## config.mk

```make
export PLATFORM = sky130hd
export DESIGN_NAME = ex_mem_pipe_stage
export DESIGN_NICKNAME = d
export VERILOG_FILES = /design/src/rtl/ex_mem_pkg.sv /design/src/rtl/ex_mem_skid_slot.sv /design/src/rtl/ex_mem_pipe_stage.sv
export SDC_FILE = /design/constraint.sdc
export NUM_CORES = 1
export LEC_CHECK = 0
export CAP_MARGIN = 0
export CORE_MARGIN = 2
export CORE_UTILIZATION = 40
export CTS_CLUSTER_SIZE = 16
export DETAILED_ROUTE_END_ITERATION = 12
export DONT_BUFFER_PORTS = 1
export PLACE_DENSITY = 0.53
export SLEW_MARGIN = 20
export SYNTH_ARGS = -nofsm -noshare
export SYNTH_HDL_FRONTEND = slang
export SYNTH_SLANG_ARGS = --single-unit
```

## constraint.sdc

```tcl
create_clock -name clk -period 3.95 [get_ports clk]
set_input_delay 0.79 -clock clk [delete_from_list [all_inputs] [get_ports clk]]
set_output_delay 0.79 -clock clk [all_outputs]
set_load 0.1 [all_outputs]
```

## src/rtl/ex_mem_pkg.sv

```systemverilog
// Shared widths, M-field bit positions and default-width payload layout for the EX->MEM stage.
package ex_mem_pkg;

    localparam int unsigned DATA_W_D = 32;
    localparam int unsigned REG_W_D  = 5;
    localparam int unsigned WB_W_D   = 2;
    localparam int unsigned CNT_W_D  = 16;
    localparam int unsigned M_W      = 3;

    localparam int unsigned M_BRANCH = 2;
    localparam int unsigned M_RD     = 1;
    localparam int unsigned M_WR     = 0;

    typedef struct packed {
        logic [WB_W_D-1:0]   wb;
        logic [M_W-1:0]      m;
        logic [DATA_W_D-1:0] branch_target;
        logic                zero;
        logic [DATA_W_D-1:0] alu_result;
        logic [DATA_W_D-1:0] reg_data2;
        logic [REG_W_D-1:0]  dest;
    } ex_mem_payload_t;

endpackage

```

## src/rtl/ex_mem_skid_slot.sv

```systemverilog
// One-entry payload+valid holding register with load and clear (clear wins).
// Only present when EX_MEM_SKID_EN is defined.
`ifdef EX_MEM_SKID_EN
import ex_mem_pkg::*;

module ex_mem_skid_slot #(
    parameter int unsigned W = 8
) (
    input  logic         clk,
    input  logic         rst_n,
    input  logic         i_load,
    input  logic         i_clear,
    input  logic [W-1:0] i_data,
    output logic         o_valid,
    output logic [W-1:0] o_data
);

    logic         r_valid;
    logic [W-1:0] r_data;

    always_ff @(posedge clk or negedge rst_n) begin
        if (!rst_n) begin
            r_valid <= 1'b0;
            r_data  <= '0;
        end else if (i_clear) begin
            r_valid <= 1'b0;
        end else if (i_load) begin
            r_valid <= 1'b1;
            r_data  <= i_data;
        end
    end

    assign o_valid = r_valid;
    assign o_data  = r_data;

endmodule
`endif

```

## src/rtl/ex_mem_pipe_stage.sv

```systemverilog
// EX->MEM pipeline register with valid/ready handshake, flush, control gating and bubble counter.
// Define EX_MEM_SKID_EN to add a 1-entry skid buffer and make in_ready a register.
import ex_mem_pkg::*;

module ex_mem_pipe_stage #(
    parameter int unsigned DATA_W = DATA_W_D,
    parameter int unsigned REG_W  = REG_W_D,
    parameter int unsigned WB_W   = WB_W_D,
    parameter int unsigned CNT_W  = CNT_W_D
) (
    input  logic              clk,
    input  logic              startin_n,
    input  logic              flush,
    input  logic              in_valid,
    output logic              in_ready,
    input  logic [WB_W-1:0]   in_wb,
    input  logic [M_W-1:0]    in_m,
    input  logic [DATA_W-1:0] in_branch_target,
    input  logic              in_zero,
    input  logic [DATA_W-1:0] in_alu_result,
    input  logic [DATA_W-1:0] in_reg_data2,
    input  logic [REG_W-1:0]  in_dest,
    output logic              out_valid,
    input  logic              out_ready,
    output logic [WB_W-1:0]   out_wb,
    output logic              out_branch,
    output logic              out_mem_read,
    output logic              out_mem_write,
    output logic [DATA_W-1:0] out_branch_target,
    output logic              out_zero,
    output logic [DATA_W-1:0] out_alu_result,
    output logic [DATA_W-1:0] out_reg_data2,
    output logic [REG_W-1:0]  out_dest,
    output logic [CNT_W-1:0]  bubble_count
);

    typedef struct packed {
        logic [WB_W-1:0]   wb;
        logic [M_W-1:0]    m;
        logic [DATA_W-1:0] branch_target;
        logic              zero;
        logic [DATA_W-1:0] alu_result;
        logic [DATA_W-1:0] reg_data2;
        logic [REG_W-1:0]  dest;
    } pl_t;

    localparam int unsigned PL_W = $bits(pl_t);

    pl_t              w_in_pl;
    pl_t              w_out_pl_nxt;
    pl_t              r_out_pl;
    logic             w_out_valid_nxt;
    logic             r_out_valid;
    logic             w_accept;
    logic [CNT_W-1:0] r_bubble;

    assign w_in_pl = '{wb: in_wb, m: in_m, branch_target: in_branch_target, zero: in_zero,
                       alu_result: in_alu_result, reg_data2: in_reg_data2, dest: in_dest};

`ifdef EX_MEM_SKID_EN
    logic            r_in_ready;
    logic            w_skid_valid;
    logic            w_skid_valid_nxt;
    logic            w_skid_load;
    logic            w_skid_clear;
    logic [PL_W-1:0] w_skid_data;
    pl_t             w_skid_pl;

    ex_mem_skid_slot #(.W(PL_W)) u_skid (
        .clk     (clk),
        .rst_n   (startin_n),
        .i_load  (w_skid_load),
        .i_clear (w_skid_clear),
        .i_data  (w_in_pl),
        .o_valid (w_skid_valid),
        .o_data  (w_skid_data)
    );

    assign w_skid_pl = w_skid_data;
    assign in_ready  = r_in_ready;
    assign w_accept  = in_valid & r_in_ready;

    // Skid drains ahead of new input; a beat arriving under stall parks in the skid.
    always_comb begin
        w_out_valid_nxt = r_out_valid;
        w_out_pl_nxt    = r_out_pl;
        w_skid_load     = 1'b0;
        w_skid_clear    = 1'b0;
        if (flush) begin
            w_out_valid_nxt = 1'b0;
            w_skid_clear    = 1'b1;
        end else if (!r_out_valid || out_ready) begin
            if (w_skid_valid) begin
                w_out_valid_nxt = 1'b1;
                w_out_pl_nxt    = w_skid_pl;
                w_skid_load     = w_accept;
                w_skid_clear    = ~w_accept;
            end else begin
                w_out_valid_nxt = w_accept;
                if (w_accept) w_out_pl_nxt = w_in_pl;
            end
        end else begin
            w_skid_load = w_accept;
        end
    end

    assign w_skid_valid_nxt = ~w_skid_clear & (w_skid_valid | w_skid_load);

    always_ff @(posedge clk or negedge startin_n) begin
        if (!startin_n) r_in_ready <= 1'b0;
        else            r_in_ready <= ~w_skid_valid_nxt;
    end
`else
    logic r_rdy_en;

    // r_rdy_en keeps in_ready low until the first edge after reset release.
    assign in_ready = r_rdy_en & (~r_out_valid | out_ready);
    assign w_accept = in_valid & in_ready;

    always_comb begin
        w_out_valid_nxt = r_out_valid;
        w_out_pl_nxt    = r_out_pl;
        if (flush) begin
            w_out_valid_nxt = 1'b0;
        end else if (!r_out_valid || out_ready) begin
            w_out_valid_nxt = w_accept;
            if (w_accept) w_out_pl_nxt = w_in_pl;
        end
    end

    always_ff @(posedge clk or negedge startin_n) begin
        if (!startin_n) r_rdy_en <= 1'b0;
        else            r_rdy_en <= 1'b1;
    end
`endif

    always_ff @(posedge clk or negedge startin_n) begin
        if (!startin_n) begin
            r_out_valid <= 1'b0;
            r_out_pl    <= '0;
            r_bubble    <= '0;
        end else begin
            r_out_valid <= w_out_valid_nxt;
            r_out_pl    <= w_out_pl_nxt;
            if (!r_out_valid && (r_bubble != '1)) r_bubble <= r_bubble + CNT_W'(1);
        end
    end

    // Control is gated by valid so a bubble never writes memory or the register file.
    assign out_valid         = r_out_valid;
    assign out_wb            = r_out_pl.wb & {WB_W{r_out_valid}};
    assign out_branch        = r_out_pl.m[M_BRANCH] & r_out_valid;
    assign out_mem_read      = r_out_pl.m[M_RD] & r_out_valid;
    assign out_mem_write     = r_out_pl.m[M_WR] & r_out_valid;
    assign out_branch_target = r_out_pl.branch_target;
    assign out_zero          = r_out_pl.zero;
    assign out_alu_result    = r_out_pl.alu_result;
    assign out_reg_data2     = r_out_pl.reg_data2;
    assign out_dest          = r_out_pl.dest;
    assign bubble_count      = r_bubble;

endmodule

```

# ---- After elaboration in Yosys (flattened, before gate mapping)
# Index checks and enable logic that the tools add are counted.
dict set report word_totals {
  ff_bits 125
  latchBits 0
  ramBits 0
  mem_bits_ro 0
  in_bits 112
  output_inout_bits 125
  elab_cells 28
  n_memories 0
}
dict set report op_classes {
  add_sub_neg 1
  mul 0
  n_div 0
  magnitude_cmp 0
  eq_ne 1
  shift 0
  n_mux 2
  bitwise 9
  reduce_logical 5
}
# op count
set op_table {}
lappend op_table {{16-bit by 1-bit adder with 16-bit output (second input constant)} 1}
lappend op_table {{16-bit != test (second input constant)} 1}
lappend op_table {{1-bit bitwise AND} 5}
lappend op_table {{3-bit AND reduction} 1}
lappend op_table {{2-bit bitwise AND} 1}
lappend op_table {{1-bit 2-to-1 mux} 2}
lappend op_table {{1-bit NOT} 2}
lappend op_table {{2-bit nonzero test} 1}
lappend op_table {{1-bit logical AND} 1}
lappend op_table {{1-bit zero test} 1}
lappend op_table {{1-bit logical OR} 1}
lappend op_table {{1-bit bitwise OR} 1}

# ---- Logic depth before layout (Yosys ltp)
dict set report logic_depth {
  depth_word 6
  ltp_mapped 7
  mapped_depth_nobuf 5
}

# ---- Least setup slack after synthesis
# No wires, ideal clock.
dict set report synth_path {
  path_type {reg2out}
  startpoint {register r_out_valid, in the netlist out_valid}
  endpoint {output out_branch}
  arrival_time_ns 2.008
  required_time_ns 3.160
  path_slack_ns 1.152
  stages_incl_launch_ff 3
  path_buffers 1
  path_cell_list {dfrtp_1 clkbuf_1 and2_1}
}
dict set report synth_between {
  elab_chain_len 1
}
# element line_no
set synth_rtl {}
lappend synth_rtl {{from (decl)} ex_mem_pipe_stage.sv:53} ;# logic r_out_valid;
lappend synth_rtl {{from (signal assigned)} ex_mem_pipe_stage.sv:143} ;# r_out_valid <= w_out_valid_nxt;
lappend synth_rtl {{1-bit bitwise AND} ex_mem_pipe_stage.sv:152} ;# assign out_branch = r_out_pl.m[M_BRANCH] & r_out_valid;
lappend synth_rtl {{to (decl)} ex_mem_pipe_stage.sv:26} ;# output logic out_branch,
# Every way passes these cells.

# ---- Worst setup path in the final report
dict set report layout_path {
  startpoint {register r_bubble[1], in the netlist bubble_count[1]}
  endpoint {register r_bubble[1], in the netlist bubble_count[1]}
}
dict set report layout_between {
  elab_chain_len 2
  word_cells_on_any_way 3
  classes_between {add/sub: 1; eq/ne: 1; reduce/logical: 1}
}
# element line_no
set layout_rtl {}
lappend layout_rtl {{from (decl)} ex_mem_pipe_stage.sv:55} ;# logic [CNT_W-1:0] r_bubble;
lappend layout_rtl {{from (signal assigned)} ex_mem_pipe_stage.sv:145} ;# if (!r_out_valid && (r_bubble != '1)) r_bubble <= r_bubble + CNT_W'(1);
lappend layout_rtl {{parallel branches: the longest is 2 deep, another holds 16-bit by 1-bit adder with 16-bit output} n/a}
# Several ways; the timed one is not identified.
# A chain may end at the register's enable or synchronous reset.

==> qor.tcl <==
set qor(detailedPlacementHpwl_microns) 6740
set qor(drtAntennaViolNets) 0
set qor(floorplan.rows) 43
set qor(synthAdderAreaFrac_pct) 0.220
set qor(power.share.switching_pct) 50.5
set qor(reg2reg_slack_ps) 1490
set qor(areaGrowthSynthToFinish_pct) 1.56
set qor(dpl-instance-area_sq_um) 5190
set qor(timing.max_cap.violations) 0
set qor(synth.net_count) 524
set qor(clock_transition_time_at_the_flip_flop_clock_pins_of_the_worst_setup_and_hold_paths_ps) 60
set qor(worst-r2r-cell-count) 5
set qor(ir_drop_mv) 0.389
set qor(final_period_minus_worst_setup_slack_ps) 2460
set qor(sequential_fraction_of_the_synthesis_area_pct) 54.9
set qor(die_width_microns) 123
set qor(synth.avg_cell_area_sq_um) 13.9
set qor(setup.worst_path.start_class) {flip-flop}
set qor(layout_common_cells) {sky130_fd_sc_hd__dfrtp_1 (125), sky130_fd_sc_hd__mux2_2 (88), sky130_fd_sc_hd__mux2_4 (20)}
set qor(ys_warn_count) 0
set qor(worst_clock_skew_ps) 5.51
set qor(drt-vias-per-instance) 4.95
set qor(boundaryPins) 237
set qor(dieHeight_microns) 123
set qor(grt_setup_unrepaired) {no}
set qor(required_ps) 4230
set qor(routed-via-count) 2585
set qor(detail_route.first_pass.iterations) 4
set qor(initial_utilization_pct) 41.0
set qor(post_synth_mux_area_share_pct) 22.7
set qor(synth-compound-area-share_pct) 0.351
set qor(outcome) {finished, final reports clean}
set qor(synthesis.instances) 411
set qor(p_sw_uw) 2820
set qor(endpoint_kind_of_the_worst_setup_timing_path) {flip-flop}
set qor(ys_seq_elements) 125
set qor(gpl.final_weighted_congestion) 0.712
set qor(grt_first_pass_wirelength_microns) 13900
set qor(crit-reg2reg-capture) {bubble_count[1]}
set qor(number_of_buffers_created_by_cts) 17
set qor(combinationalPowerShare_pct) 9.6
set qor(power.sequential.fraction_pct) 63.1
set qor(wl_per_cell_microns) 18.4
set qor(layout.cells.most_common) {sky130_fd_sc_hd__dfrtp_1}
set qor(combinational_family_with_the_most_area_after_synthesis) {multiplexers}
set qor(final-setup-viol-count) 0
set qor(synth_xor_xnor_area_share_pct) 2.00
set qor(fin_crit_sh_pct) 62.3
set qor(remaining_drc_errors) 0
set qor(grt_max_degree) 126
set qor(final_area_sq_um) 5780
set qor(global_route.usage.total_pct) 12.2
set qor(cts_max_path_buffers) 2
set qor(syn_area_sq_um) 5700
set qor(routed_wl_microns) 9580
set qor(total_global_routing_overflow) 0
set qor(grt_antenna_before_repair) 0
set qor(report.power.total_uw) 5590
set qor(cellInternalPower_uw) 2770
set qor(fp.coreArea_sq_um) 13900
set qor(worstSetupStartpoint) {bubble_count[1]}
set qor(worst_pin_slew_ps) 1060
set qor(cts_root_buffer) {sky130_fd_sc_hd__clkbuf_16}
set qor(report.final.hold_viol_count) 0
set qor(share_clk_of_total_power_pct) 27.3
set qor(first_iter_violations) 114
set qor(insertion_delay_ps) 400
set qor(postCtsSetupBuffers) 0
set qor(leakagePower_uw) 0.00261
set qor(timing_max_transition_violations_final) 0
set qor(arrival_ps) 2740
set qor(post_synth_and_or_nand_nor_area_fraction_pct) 4.90
set qor(power_density_nw_per_um2) 967
set qor(totalNegativeSetupSlack_ps) 0
set qor(htree_num_levels) 4
set qor(post_synth_cell_types) 32
set qor(ctsResizeCount) 0
set qor(timing.critical_path.fanout_max) 4
set qor(io_buffers) 0
set qor(hp-class) {input pin to async pin}
set qor(n_antenna_cell) 0
set qor(layout_cell_share_with_drive_strength_beyond_1_pct) 45.6
set qor(worst-setup-path-type) {flip-flop to flip-flop}
set qor(max-slew-margin-rel_pct) 29.3
set qor(hold_buffers) 0
set qor(layout.nets) 442
set qor(worst_r2r_startpoint) {bubble_count[1]}
set qor(max_freq_mhz) 407
set qor(grt_pass1_vias) 2688
set qor(clock_tree_from_tritoncts) {built}
set qor(tritoncts_num_sinks) 125
set qor(die_area_sq_um) 15200
## through the flow
step | utilization, % | std cells | hold slack [ps] | setup WS, ps
floorplan | - | 411 | 471 | 1150
global placement | 37.4 | 490 | 481 | 1530
detailed placement | 37.4 | 490 | 489 | 1470
CTS | 41.7 | 522 | 49.7 | 1480
global route | 41.7 | 522 | 48.8 | 1350
finish | 41.7 | 522 | 76.3 | 1490
## kinds of logic after synthesis
group,after synthesis
flip-flops,125
buffers and inverters,115
multiplexers,108
AND/OR/NAND/NOR,44
XOR/XNOR,13
AO/OA/AOI/OAI,4
adder cells (fa/ha/maj),1
other,1
## cell usage after synthesis
| cell type | number | area share, % |
|---|---|---|
| sky130_fd_sc_hd__nor2_1 | 5 | 0.33 |
| sky130_fd_sc_hd__or3_1 | 1 | 0.11 |
| sky130_fd_sc_hd__nor4_4 | 1 | 0.37 |
| sky130_fd_sc_hd__nor3b_1 | 2 | 0.26 |
| sky130_fd_sc_hd__and4_1 | 2 | 0.31 |
| sky130_fd_sc_hd__nand4_1 | 4 | 0.44 |
| sky130_fd_sc_hd__xnor2_1 | 5 | 0.77 |
| sky130_fd_sc_hd__clkbuf_1 | 1 | 0.066 |
| sky130_fd_sc_hd__buf_2 | 8 | 0.70 |
| sky130_fd_sc_hd__nand3b_1 | 1 | 0.13 |
| sky130_fd_sc_hd__mux2_2 | 88 | 17 |
| sky130_fd_sc_hd__nand4b_1 | 1 | 0.15 |
| sky130_fd_sc_hd__a21oi_1 | 3 | 0.26 |
| sky130_fd_sc_hd__and2_4 | 1 | 0.15 |
| sky130_fd_sc_hd__mux2_4 | 20 | 5.3 |
| sky130_fd_sc_hd__nand4_2 | 1 | 0.22 |
| sky130_fd_sc_hd__conb_1 | 1 | 0.066 |
| sky130_fd_sc_hd__nor3_1 | 4 | 0.35 |
| sky130_fd_sc_hd__buf_6 | 3 | 0.59 |
| sky130_fd_sc_hd__dfrtp_1 | 125 | 55 |
| sky130_fd_sc_hd__nand3_1 | 7 | 0.62 |
| sky130_fd_sc_hd__inv_1 | 1 | 0.066 |
| sky130_fd_sc_hd__ha_1 | 1 | 0.22 |
| sky130_fd_sc_hd__and3_1 | 3 | 0.33 |
| sky130_fd_sc_hd__buf_4 | 102 | 13 |
| sky130_fd_sc_hd__and2_1 | 5 | 0.55 |
| sky130_fd_sc_hd__and3b_1 | 1 | 0.15 |
| sky130_fd_sc_hd__o21ai_0 | 1 | 0.088 |
| sky130_fd_sc_hd__nand2b_1 | 1 | 0.11 |
| sky130_fd_sc_hd__nand2_1 | 3 | 0.20 |
| sky130_fd_sc_hd__xor2_1 | 8 | 1.2 |
| sky130_fd_sc_hd__nor2_2 | 1 | 0.11 |
## worst max-delay path by stage
stage                        end  cells past startpoint
2_1_floorplan         out_branch                      2
3_3_place_gp   out_reg_data2[16]                      5
3_5_place_dp   out_reg_data2[15]                      5
4_1_cts          bubble_count[1]                      5
5_1_grt          bubble_count[1]                      5
6_report         bubble_count[1]                      5
## state kept, by name (all words and copies together), names as in the netlist
name and count:
r_rdy_en 1, out_reg_data2 32, out_valid 1, bubble_count 16, out_alu_result 32, out_zero 1
out_branch_target 32, r_out_pl 5, out_dest 5
## power groups by stage
stage / Sequential (uW) / Combinational (uW) / Clock [uW]
final: 3530 / 537 / 1530
after global routing: 3560 / 578 / 1640
after detailed placement: 3560 / 546 / 0
after global placement: 3560 / 527 / 0
after floorplan: 1990 / 2290 / 0
after CTS: 3530 / 544 / 1570
## metal layers
metal / share of wire (%) / GRT usage, % / wire (microns) / up-vias
li1: - / - / - / 1126
met1: 38 / 13.7 / 3630 / 1278
met2: 46 / 17.8 / 4410 / 165
met3: 14 / 6.92 / 1330 / 16
met4: 2.2 / 7.24 / 214 / 0
met5: 0 / 0 / 0 / -
## area by class of cell
| class | count | area [sq um] |
|---|---|---|
| flip-flops and latches | 125 | 3130 |
| repair buffers | 13 | 110 |
| multi-input cells | 171 | 1720 |
| fillers | 1267 | 8100 |
| inverters | 1 | 3.75 |
| well taps | 180 | 225 |
| clock buffers | 22 | 484 |
| clock inverters | 10 | 113 |
## worst max-delay path: stages (launching register included)
cell                      delay (ps)
sky130_fd_sc_hd__dfrtp_1         980
sky130_fd_sc_hd__ha_1            370
sky130_fd_sc_hd__nand4_1         190
sky130_fd_sc_hd__nor4_4          390
sky130_fd_sc_hd__nor2_2           90
sky130_fd_sc_hd__mux2_4          300
No activity file was read; power rests on OpenSTA's default activity.
